<file path="src/rtl/hsi_pkg.sv">
// Shared constants, FSM state encoding and the shift helper for the HSI serial receiver.
package hsi_pkg;

    localparam int HSI_WORD_BITS            = 16;
    localparam int HSI_FIFO_DEPTH_DEFAULT   = 4;
    localparam int HSI_IDLE_TIMEOUT_DEFAULT = 8;

    typedef enum logic [1:0] {
        HSI_IDLE = 2'd0,
        HSI_RECV = 2'd1,
        HSI_PUSH = 2'd2
    } hsi_state_e;

    function automatic logic [HSI_WORD_BITS-1:0] hsi_shift_in(
        input logic [HSI_WORD_BITS-1:0] shift,
        input logic                     bit_in
    );
        return {shift[HSI_WORD_BITS-2:0], bit_in};
    endfunction

endpackage

</file>
<file path="src/rtl/hsi_stream_receiver_if.sv">
// Parallel output stream of the HSI receiver.
interface hsi_stream_receiver_if;
    import hsi_pkg::*;

    // A word transfers on every clock where m_valid and m_ready are both high;
    // m_data must stay stable while m_valid is high and m_ready is low.
    logic [HSI_WORD_BITS-1:0] m_data;
    logic                     m_valid;
    logic                     m_ready;

    modport master (output m_data, output m_valid, input m_ready);
    modport slave  (input m_data, input m_valid, output m_ready);

endinterface

</file>
<file path="src/rtl/hsi_rx_fifo.sv">
// Synchronous show-ahead FIFO holding completed receive words.
module hsi_rx_fifo #(
    parameter int DEPTH = 4,
    parameter int WIDTH = 16
) (
    input  logic             clock,
    input  logic             reset_n,
    input  logic             clear,
    input  logic             push,
    input  logic [WIDTH-1:0] push_data,
    input  logic             pop,
    output logic [WIDTH-1:0] pop_data,
    output logic             full,
    output logic             empty
);
    localparam int AW = $clog2(DEPTH);

    logic [WIDTH-1:0] mem [DEPTH];
    logic [AW:0]      wr_ptr;
    logic [AW:0]      rd_ptr;
    logic             do_push;
    logic             do_pop;

    // Pointers carry one extra wrap bit so full and empty are distinguishable.
    assign empty    = (wr_ptr == rd_ptr);
    assign full     = (wr_ptr[AW] != rd_ptr[AW]) && (wr_ptr[AW-1:0] == rd_ptr[AW-1:0]);
    assign do_pop   = pop && !empty;
    assign do_push  = push && (!full || do_pop);
    assign pop_data = mem[rd_ptr[AW-1:0]];

    always_ff @(posedge clock or negedge reset_n) begin
        if (!reset_n) begin
            wr_ptr <= '0;
            rd_ptr <= '0;
            for (int i = 0; i < DEPTH; i++) begin
                mem[i] <= '0;
            end
        end else if (clear) begin
            wr_ptr <= '0;
            rd_ptr <= '0;
        end else begin
            if (do_push) begin
                mem[wr_ptr[AW-1:0]] <= push_data;
                wr_ptr              <= wr_ptr + {{AW{1'b0}}, 1'b1};
            end
            if (do_pop) begin
                rd_ptr <= rd_ptr + {{AW{1'b0}}, 1'b1};
            end
        end
    end

endmodule

</file>
<file path="src/rtl/hsi_stream_receiver.sv">
// HSI serial receiver: synchronizes HSCK/HSDATA, assembles 16-bit MSB-first words
// and queues them in a FIFO with word counting, overflow and frame-timeout flags.
module hsi_stream_receiver
    import hsi_pkg::*;
#(
    parameter int FIFO_DEPTH   = HSI_FIFO_DEPTH_DEFAULT,
    parameter int IDLE_TIMEOUT = HSI_IDLE_TIMEOUT_DEFAULT
) (
    input  logic                  clock,
    input  logic                  reset_n,
    input  logic                  enable,
    input  logic                  clear,
    input  logic                  HSCK_POL,
    input  logic                  HSCK,
    input  logic                  HSDATA,
    hsi_stream_receiver_if.master m_stream,
    output logic [15:0]           word_count,
    output logic                  overflow,
    output logic                  frame_error,
    output logic                  busy,
    output logic [1:0]            fsm_state
);
    localparam logic [1:0] ST_IDLE = HSI_IDLE;
    localparam logic [1:0] ST_RECV = HSI_RECV;
    localparam logic [1:0] ST_PUSH = HSI_PUSH;
    localparam int         TW      = $clog2(IDLE_TIMEOUT + 1);

    logic                     hsck_s1, hsck_s2, data_s1, data_s2;
    logic                     eff_hsck, eff_prev, sample_edge;
    logic [1:0]               state;
    logic [4:0]               bit_cnt;
    logic [TW-1:0]            idle_cnt;
    logic [HSI_WORD_BITS-1:0] shift;
    logic                     push_req, pop_req, push_ok;
    logic                     fifo_full, fifo_empty;
    logic [HSI_WORD_BITS-1:0] fifo_data;

    assign eff_hsck    = hsck_s2 ^ HSCK_POL;
    assign sample_edge = enable && eff_prev && !eff_hsck;

    // Clock and data share the same synchronizer depth so each sample stays aligned;
    // eff_prev tracks continuously so arming or a polarity change never looks like an edge.
    always_ff @(posedge clock or negedge reset_n) begin
        if (!reset_n) begin
            hsck_s1  <= 1'b0;
            hsck_s2  <= 1'b0;
            data_s1  <= 1'b0;
            data_s2  <= 1'b0;
            eff_prev <= 1'b0;
        end else begin
            hsck_s1  <= HSCK;
            hsck_s2  <= hsck_s1;
            data_s1  <= HSDATA;
            data_s2  <= data_s1;
            eff_prev <= eff_hsck;
        end
    end

    always_ff @(posedge clock or negedge reset_n) begin
        if (!reset_n) begin
            state       <= ST_IDLE;
            bit_cnt     <= '0;
            idle_cnt    <= '0;
            shift       <= '0;
            frame_error <= 1'b0;
        end else if (clear) begin
            state       <= ST_IDLE;
            bit_cnt     <= '0;
            idle_cnt    <= '0;
            frame_error <= 1'b0;
        end else begin
            case (state)
                ST_IDLE: begin
                    idle_cnt <= '0;
                    if (sample_edge) begin
                        shift   <= hsi_shift_in(shift, data_s2);
                        bit_cnt <= 5'd1;
                        state   <= ST_RECV;
                    end
                end
                ST_RECV: begin
                    if (!enable) begin
                        state    <= ST_IDLE;
                        bit_cnt  <= '0;
                        idle_cnt <= '0;
                    end else if (sample_edge) begin
                        shift    <= hsi_shift_in(shift, data_s2);
                        bit_cnt  <= bit_cnt + 5'd1;
                        idle_cnt <= '0;
                        if (bit_cnt == 5'd15) begin
                            state <= ST_PUSH;
                        end
                    end else if (idle_cnt == TW'(IDLE_TIMEOUT - 1)) begin
                        // Sender stalled mid-word: drop the partial word.
                        state       <= ST_IDLE;
                        bit_cnt     <= '0;
                        idle_cnt    <= '0;
                        frame_error <= 1'b1;
                    end else begin
                        idle_cnt <= idle_cnt + TW'(1);
                    end
                end
                ST_PUSH: begin
                    state   <= ST_IDLE;
                    bit_cnt <= '0;
                end
                default: begin
                    state   <= ST_IDLE;
                    bit_cnt <= '0;
                end
            endcase
        end
    end

    assign push_req = (state == ST_PUSH);
    assign pop_req  = m_stream.m_ready && !fifo_empty;
    assign push_ok  = push_req && (!fifo_full || pop_req);

    always_ff @(posedge clock or negedge reset_n) begin
        if (!reset_n) begin
            word_count <= '0;
            overflow   <= 1'b0;
        end else if (clear) begin
            word_count <= '0;
            overflow   <= 1'b0;
        end else begin
            if (push_ok) begin
                word_count <= word_count + 16'd1;
            end
            if (push_req && !push_ok) begin
                overflow <= 1'b1;
            end
        end
    end

    hsi_rx_fifo #(
        .DEPTH (FIFO_DEPTH),
        .WIDTH (HSI_WORD_BITS)
    ) u_fifo (
        .clock     (clock),
        .reset_n   (reset_n),
        .clear     (clear),
        .push      (push_req),
        .push_data (shift),
        .pop       (pop_req),
        .pop_data  (fifo_data),
        .full      (fifo_full),
        .empty     (fifo_empty)
    );

    assign m_stream.m_data  = fifo_data;
    assign m_stream.m_valid = !fifo_empty;
    assign busy             = (bit_cnt != 5'd0);
    assign fsm_state        = state;

endmodule

</file>
<file path="src/flat_wrapper.sv">
// flat-port wrapper written by rule: the top's interface ports become plain ports
module hsi_stream_receiver_flat import hsi_pkg::*;
#(
    parameter int FIFO_DEPTH   = HSI_FIFO_DEPTH_DEFAULT,
    parameter int IDLE_TIMEOUT = HSI_IDLE_TIMEOUT_DEFAULT
)
  (clock, reset_n, enable, clear, HSCK_POL, HSCK, HSDATA, word_count, overflow, frame_error, busy, fsm_state, m_stream_m_data, m_stream_m_valid, m_stream_m_ready);
  hsi_stream_receiver_if m_stream_i ();
  input  logic clock;
  input  logic reset_n;
  input  logic enable;
  input  logic clear;
  input  logic HSCK_POL;
  input  logic HSCK;
  input  logic HSDATA;
  output logic [15:0] word_count;
  output logic overflow;
  output logic frame_error;
  output logic busy;
  output logic [1:0] fsm_state;
  output wire logic [$bits(m_stream_i.m_data)-1:0] m_stream_m_data;
  output wire logic [$bits(m_stream_i.m_valid)-1:0] m_stream_m_valid;
  input wire logic [$bits(m_stream_i.m_ready)-1:0] m_stream_m_ready;
  assign m_stream_m_data = m_stream_i.m_data;
  assign m_stream_m_valid = m_stream_i.m_valid;
  assign m_stream_i.m_ready = m_stream_m_ready;
  hsi_stream_receiver #(.FIFO_DEPTH(FIFO_DEPTH), .IDLE_TIMEOUT(IDLE_TIMEOUT)) u_core (.clock(clock), .reset_n(reset_n), .enable(enable), .clear(clear), .HSCK_POL(HSCK_POL), .HSCK(HSCK), .HSDATA(HSDATA), .m_stream(m_stream_i), .word_count(word_count), .overflow(overflow), .frame_error(frame_error), .busy(busy), .fsm_state(fsm_state));
endmodule
</file>
<file path="config.mk">
export PLATFORM = sky130hd
export DESIGN_NAME = hsi_stream_receiver_flat
export DESIGN_NICKNAME = d
export VERILOG_FILES = /design/src/rtl/hsi_pkg.sv /design/src/rtl/hsi_stream_receiver_if.sv /design/src/rtl/hsi_rx_fifo.sv /design/src/rtl/hsi_stream_receiver.sv /design/src/flat_wrapper.sv
export SDC_FILE = /design/constraint.sdc
export NUM_CORES = 1
export LEC_CHECK = 0
export ABC_AREA = 0
export BUFFER_PORTS_ARGS = -buffer_cell sky130_fd_sc_hd__buf_4
export CORE_ASPECT_RATIO = 1.4
export CORE_MARGIN = 3
export CORE_UTILIZATION = 42
export DETAILED_ROUTE_END_ITERATION = 7
export GPL_ROUTABILITY_DRIVEN = 0
export PLACE_DENSITY = 0.58
export SYNTH_ARGS = -nofsm -noshare
export SYNTH_HDL_FRONTEND = slang
export SYNTH_SLANG_ARGS = --single-unit
</file>
<file path="constraint.sdc">
create_clock -name clock -period 3.03 [get_ports clock]
set_input_delay 0.606 -clock clock [delete_from_list [all_inputs] [get_ports clock]]
set_output_delay 0.606 -clock clock [all_outputs]
set_load 0.01 [all_outputs]
</file>
==> impl_metrics.env, run 1 <==
export IMPL_rsz0062_at_grt="no"
export IMPL_synth_commonest_cells="120 x dfrtp_1, 50 x mux2_2, 30 x mux2_4"
export IMPL_cts_resized=0
export IMPL_worst_pin_slew_ns=0.814
export IMPL_p_sw_frac=0.218
export IMPL_route_detailed_drc=0
export IMPL_start_kind="flop"
export IMPL_drt_wl_total_mm=11.3
export IMPL_grt_max_degree=61
export IMPL_first_global_vias=3621
export IMPL_period_needed_ns=2.45
export IMPL_max_slew_margin=0.457
export IMPL_ys_seq_area_frac=0.534
export IMPL_first_pass_iters=4
export IMPL_die_h_um=143
export IMPL_syn_area_per_cell_um2=14.2
export IMPL_synth_top_area_cell="dfrtp_1"
export IMPL_syn_to_final_growth_pct=21.3
export IMPL_p_clk_frac=0.532
export IMPL_via_per_inst=5.31
export IMPL_hold_buffers=0
export IMPL_synth_ff_type="dfrtp_1"
export IMPL_worstPathRequired_ns=2.42
export IMPL_grt_overflow=0
export IMPL_post_route_period_util=0.808
export IMPL_post_cts_setup_buffers=0
export IMPL_path_cells="inv_1 -> ha_1 -> or4b_2 -> buf_4"
export IMPL_cts_root_buf="clkbuf_16"
export IMPL_rr_worst_depth=6
export IMPL_ir_drop_mv=0.366
export IMPL_drv_cap=0
export IMPL_netlist_area_um2=5630
export IMPL_wl_per_cell_um=17.4
export IMPL_crit_path_max_fanout=5
export IMPL_r2r_start="u_core.u_fifo.wr_ptr[1]$_DFFE_PN0P_"
export IMPL_crit_type="reg2out"
export IMPL_drtIter0Drc=145
export IMPL_cp_buffers_inverters=2
export IMPL_die_w_um=104
export IMPL_coreArea_um2=13000
export IMPL_vias=3440
export IMPL_yosys_warnings=0
export IMPL_fmax_mhz=409
export IMPL_start_util=0.433
export IMPL_reg2reg_slack_ns=0.87
export IMPL_ant_nets=0
export IMPL_intPower_w=0.00306
export IMPL_synth_cell_types=47
export IMPL_synthCells=397
export IMPL_power_density_nw_per_um2=573
export IMPL_fill_cells=1134
export IMPL_cp_top_family="simple AND/OR/NAND/NOR gates"
export IMPL_grt_pass1_wl_mm=18.8
export IMPL_status="finished clean"
export IMPL_yosysTopAreaCellShare=0.534
export IMPL_clock_sinks=120
export IMPL_pwr_share_comb=0.034
export IMPL_antenna_found_initial=0
export IMPL_power_frac_seq=0.434
export IMPL_fin_tns_setup_ns=0
export IMPL_dp_hpwl_mm=7.24
export IMPL_syn_nets=415
export IMPL_num_rows=49
export IMPL_crit_start="u_core.bit_cnt[0]$_DFFE_PN0P_"
export IMPL_p_leak_nw=3.19
export IMPL_setup_violations=0
export IMPL_hold_violations=0
export IMPL_fin_area_um2=6830
export IMPL_hp_class="in2async"
export IMPL_skew_ns=0.0102
export IMPL_switching_power_w=0.000852
export IMPL_h_tree_depth=4
export IMPL_drive_above_1_share=0.419
export IMPL_maxSlewViolCount=0
export IMPL_crit_arrival_ns=1.84
export IMPL_cts_buffers=17
export IMPL_placed_area_um2=6210
export IMPL_final_nets=475
export IMPL_grt_usage=0.162
export IMPL_worst_r2r_endpoint="u_core.u_fifo.mem[33]$_DFFE_PN0P_"
export IMPL_worst_path_largest_cell_delay_ns=0.63
export IMPL_clock_path_buffers=2
export IMPL_clk_pin_slew_ns=0.06
export IMPL_portBuffers=45
export IMPL_synth_edf_count=0
export IMPL_cp_slowest_cell="or4b_2"
export IMPL_ys_ff_latch=120
export IMPL_die_area_um2=14800
export IMPL_p_total_w=0.00391
export IMPL_hold_slack_ns=0.272
export IMPL_placedCellCount=616
export IMPL_final_cells=648
export IMPL_ys_top_cells_by_area="dfrtp_1 53%, mux2_2 10%, mux2_4 8.0%, mux4_2 6.4%, ha_1 2.2%"
export IMPL_cts_tree="yes"
export IMPL_end_kind="output port"
export IMPL_yosys_cell_count_top_type="dfrtp_1"
export IMPL_antenna_cells=0
export IMPL_insertion_delay_ns=0.42
export IMPL_io_pin_count=46
export IMPL_synthArstFlopShare=1.00
state kept, by name, indices dropped and copies added (netlist names), 2 cells and up:
signal and count:
u_core.u_fifo.mem 64, u_core.u_fifo.rd_ptr 3, u_core.idle_cnt 4, u_core.word_count 16, u_core.u_fifo.wr_ptr 3, u_core.shift 16, u_core.bit_cnt 5, u_core.fsm_state 2
metrics by stage:
step	util	worst slack [ns]
6_report	0.525	0.582
5_1_grt	0.525	0.511
4_1_cts	0.525	0.563
3_5_place_dp	0.478	0.827
3_3_place_gp	0.478	0.825
2_1_floorplan	-	0.953
power by group through the flow:
| stage | sequential [W] | combinational [W] | clock [W] |
|---|---|---|---|
| finish | 0.00170 | 0.000131 | 0.00208 |
| global route | 0.00171 | 0.000150 | 0.00220 |
| CTS | 0.00170 | 0.000137 | 0.00213 |
| detailed placement | 0.00173 | 0.000136 | 0 |
| global placement | 0.00173 | 0.000133 | 0 |
| floorplan | 0.00170 | 0.0000657 | 0 |
area by class of cell:
cell class / count / area [um^2] / area share
flip-flops and latches: 120 / 3000 / 0.440
multi-input cells: 247 / 2470 / 0.362
clock buffers: 22 / 474 / 0.0695
repair buffers: 58 / 460 / 0.0675
well taps: 178 / 223 / 0.0326
clock inverters: 10 / 144 / 0.0211
inverters: 13 / 48.8 / 0.00715
kinds of logic after synthesis:
| logic type | after synthesis | share of synthesized area |
|---|---|---|
| buffers and inverters | 30 | 0.0280 |
| flip-flops | 120 | 0.534 |
| AND/OR/NAND/NOR | 72 | 0.0820 |
| AO/OA/AOI/OAI | 56 | 0.0665 |
| adder cells (fa/ha/maj) | 10 | 0.0222 |
| XOR/XNOR | 10 | 0.0182 |
| multiplexers | 99 | 0.249 |
per-layer routing:
layer,track usage,wire (um),part of all wire
met1,0.210,5160,0.46
met5,0,0,0
met4,0.0707,217,0.019
met3,0.0466,457,0.041
met2,0.255,5450,0.48
how the worst max path moves through the flow:
stage	end	depth (start not counted)
final	busy	4
after global routing	busy	4
after CTS	busy	4
after detailed placement	u_core.shift[1]$_DFFE_PN0P_	5
after global placement	u_core.shift[1]$_DFFE_PN0P_	5
after floorplan	u_core.u_fifo.mem[37]$_DFFE_PN0P_	6
placed cells by master, fill, tap and decap left out, types with 6 or more instances in the layout:
cell / n
o21ai_0: 9
clkbuf_16: 17
mux2_4: 30
xor2_1: 6
nand3_1: 7
nand2_1: 15
buf_4: 56
or3_1: 6
inv_1: 13
mux2_2: 50
nor2_1: 11
a21oi_1: 20
mux4_2: 16
ha_1: 10
dfrtp_1: 120
o31ai_1: 11
or4_1: 10
worst register-to-register path, cell delays in order (launching register included):
cell and delay, ns:
dfrtp_1 0.46, xor2_2 0.34, o41ai_4 0.12, buf_4 0.22, nor3b_4 0.19, buf_4 0.33
mux2_2 0.39
No activity file was read; power rests on OpenSTA's default activity.
==> run 2, diff against run 1 <==
ABC_AREA = 1   (was 0)
clock period = 2.5 ns   (was 3.03 ns; I/O delays follow)
==> run 2 against run 1 <==
Net effect: hold slack worse by 0.18 ns; area after synthesis grew 2.5%; combinational power rose to 8.9 times the previous value; cell count is 49% higher; synthesized cell count is 81% higher; sequential power up 35%; clock power increased by 22%; utilization is 0.89 points lower; global-route usage grew 4.1 points; critical path depth is the same.
==> impl_metrics.env, run 2 <==
export IMPL_syn_nets=738
export IMPL_syn_to_final_growth_pct=19.9
export IMPL_first_global_vias=4869
export IMPL_cts_buffers=17
export IMPL_crit_arrival_ns=1.71
export IMPL_p_clk_frac=0.423
export IMPL_final_nets=788
export IMPL_synth_commonest_cells="304 x nand2_1, 120 x dfrtp_1, 66 x nor2_1"
export IMPL_placed_area_um2=6290
export IMPL_rsz0062_at_grt="no"
export IMPL_netlist_area_um2=5770
export IMPL_die_h_um=145
export IMPL_yosys_cell_count_top_type="nand2_1"
export IMPL_grt_pass1_wl_mm=24.4
export IMPL_worstPathRequired_ns=2.00
export IMPL_pwr_share_comb=0.195
export IMPL_drt_wl_total_mm=14.5
export IMPL_die_w_um=105
export IMPL_die_area_um2=15200
export IMPL_setup_violations=0
export IMPL_worst_pin_slew_ns=0.574
export IMPL_synthArstFlopShare=1.00
export IMPL_num_rows=50
export IMPL_hold_buffers=0
export IMPL_synth_ff_type="dfrtp_1"
export IMPL_ys_seq_area_frac=0.521
export IMPL_grtUsageMet3=0.0389
export IMPL_post_cts_setup_buffers=0
export IMPL_clock_sinks=120
export IMPL_power_density_nw_per_um2=869
export IMPL_place_ws_ns=0.593
export IMPL_clk_pin_slew_ns=0.05
export IMPL_yosysTopAreaCellShare=0.521
export IMPL_final_cell_mix="304 x nand2_1, 120 x dfrtp_1, 66 x nor2_1"
export IMPL_cts_resized=0
export IMPL_vias=4873
export IMPL_intPower_w=0.00425
export IMPL_start_util=0.431
export IMPL_synth_cell_types=34
export IMPL_h_tree_depth=4
export IMPL_post_route_util=0.516
export IMPL_fin_tns_setup_ns=0
export IMPL_end_kind="output port"
export IMPL_met1_usage=0.242
export IMPL_dp_hpwl_mm=9.69
export IMPL_setup_ws_ns=0.292
export IMPL_ir_drop_mv=0.473
export IMPL_ys_ff_latch=120
export IMPL_maxSlewViolCount=0
export IMPL_synth_edf_count=0
export IMPL_status="finished clean"
export IMPL_crit_type="reg2out"
export IMPL_route_detailed_drc=0
export IMPL_fmax_mhz=453
export IMPL_synth_top_area_cell="dfrtp_1"
export IMPL_grt_overflow=0
export IMPL_final_common_cell="nand2_1"
export IMPL_top_regs="u_core.u_fifo.mem: 64 flops, u_core.shift: 16 flops, u_core.word_count: 16 flops"
export IMPL_p_sw_frac=0.292
export IMPL_power_frac_seq=0.382
export IMPL_wl_per_cell_um=15.0
export IMPL_ant_nets=0
export IMPL_hp_class="in2async"
export IMPL_crit_path_max_fanout=13
export IMPL_drv_cap=0
export IMPL_fin_area_um2=6910
export IMPL_grt_usage=0.203
export IMPL_p_leak_nw=3.70
export IMPL_drtIter0Drc=258
export IMPL_reg2reg_slack_ns=0.61
export IMPL_grt_max_degree=43
export IMPL_start_kind="flop"
export IMPL_grt_use_met2=0.361
export IMPL_cts_tree="yes"
export IMPL_busiest_layer="met2"
export IMPL_cts_root_buf="clkbuf_16"
export IMPL_io_pin_count=46
export IMPL_rr_worst_depth=8
export IMPL_yosys_warnings=0
export IMPL_coreArea_um2=13400
export IMPL_largest_register_ffs=64
export IMPL_antenna_found_initial=0
export IMPL_switching_power_w=0.00176
export IMPL_hold_violations=0
export IMPL_clock_path_buffers=2
export IMPL_portBuffers=45
export IMPL_antenna_cells=0
export IMPL_insertion_delay_ns=0.41
export IMPL_max_slew_margin=0.616
export IMPL_synthCells=720
export IMPL_post_route_period_util=0.883
export IMPL_drive_above_1_share=0.132
export IMPL_period_needed_ns=2.21
export IMPL_top_register="u_core.u_fifo.mem"
export IMPL_skew_ns=0.00718
export IMPL_ys_top_cells_by_area="dfrtp_1 52%, nand2_1 20%, nor2_1 4.3%, o21ai_0 4.3%, inv_1 2.5%"
export IMPL_syn_area_per_cell_um2=8.01
export IMPL_via_per_inst=5.05
export IMPL_first_pass_iters=5
## run 2: path summary, 6_finish.rpt
| kind | endpoint | start |
|---|---|---|
| max reg2reg | u_core.u_fifo.mem[8]$_DFFE_PN0P_ | u_core.u_fifo.rd_ptr[1]$_DFFE_PN0P_ |
| max | m_stream_m_data[2] | u_core.u_fifo.rd_ptr[1]$_DFFE_PN0P_ |
| min in group clock | u_core.data_s1$_DFF_PN0_ | HSDATA |
| max in group asynchronous | u_core.u_fifo.wr_ptr[1]$_DFFE_PN0P_ | reset_n |
| min reg2reg | u_core.hsck_s2$_DFF_PN0_ | u_core.hsck_s1$_DFF_PN0_ |
| min | u_core.idle_cnt[2]$_DFFE_PN0P_ | reset_n |
## run 2: per-layer routing
layer / share of wire / vias to the layer above / wire length (um)
li1: - / 2387 / -
met1: 0.42 / 2358 / 6120
met2: 0.52 / 103 / 7610
met3: 0.034 / 25 / 495
met4: 0.020 / 0 / 295
met5: 0 / - / 0
## run 2: final cells by class
cell class                 instances  area (um^2)
multi-input combinational        530         2460
clock inverter                     7          141
fill                            1316         6480
sequential                       120         3000
inverter                          45          174
clock buffer                      25          475
timing repair buffer              56          433
tap                              182          228
## run 2: cells by family (layout without fill, tap and decap cells)
| kind of cell | count (synthesis) | count (layout) | share of synthesized area |
|---|---|---|---|
| compound gates | 85 | 85 | 0.0801 |
| buf+inv | 70 | 133 | 0.0532 |
| xor+xnor | 13 | 13 | 0.0197 |
| fa+ha+maj | 10 | 10 | 0.0217 |
| simple gates | 422 | 422 | 0.305 |
| flops | 120 | 120 | 0.521 |
## run 2: power groups by stage
stage                     registers (W)  clock network (W)  logic [W]
after floorplan                 0.00223                  0   0.000712
after global placement          0.00232                  0    0.00118
after detailed placement        0.00233                  0    0.00118
after CTS                       0.00230            0.00260    0.00119
after global routing            0.00232            0.00269    0.00131
final                           0.00230            0.00254    0.00117
## run 2: metrics by stage
stage	hold slack, ns	std cells	total power [W]
2_1_floorplan	0.204	720	0.00295
3_3_place_gp	0.332	933	0.00350
3_5_place_dp	0.342	933	0.00351
4_1_cts	0.110	965	0.00609
5_1_grt	0.124	965	0.00633
6_report	0.0951	965	0.00601
## run 2: critical path, cell delays in order (launching register included)
cell and delay [ns]:
dfrtp_1 0.51, buf_4 0.27, o21ai_0 0.14, o22ai_1 0.22, buf_4 0.16
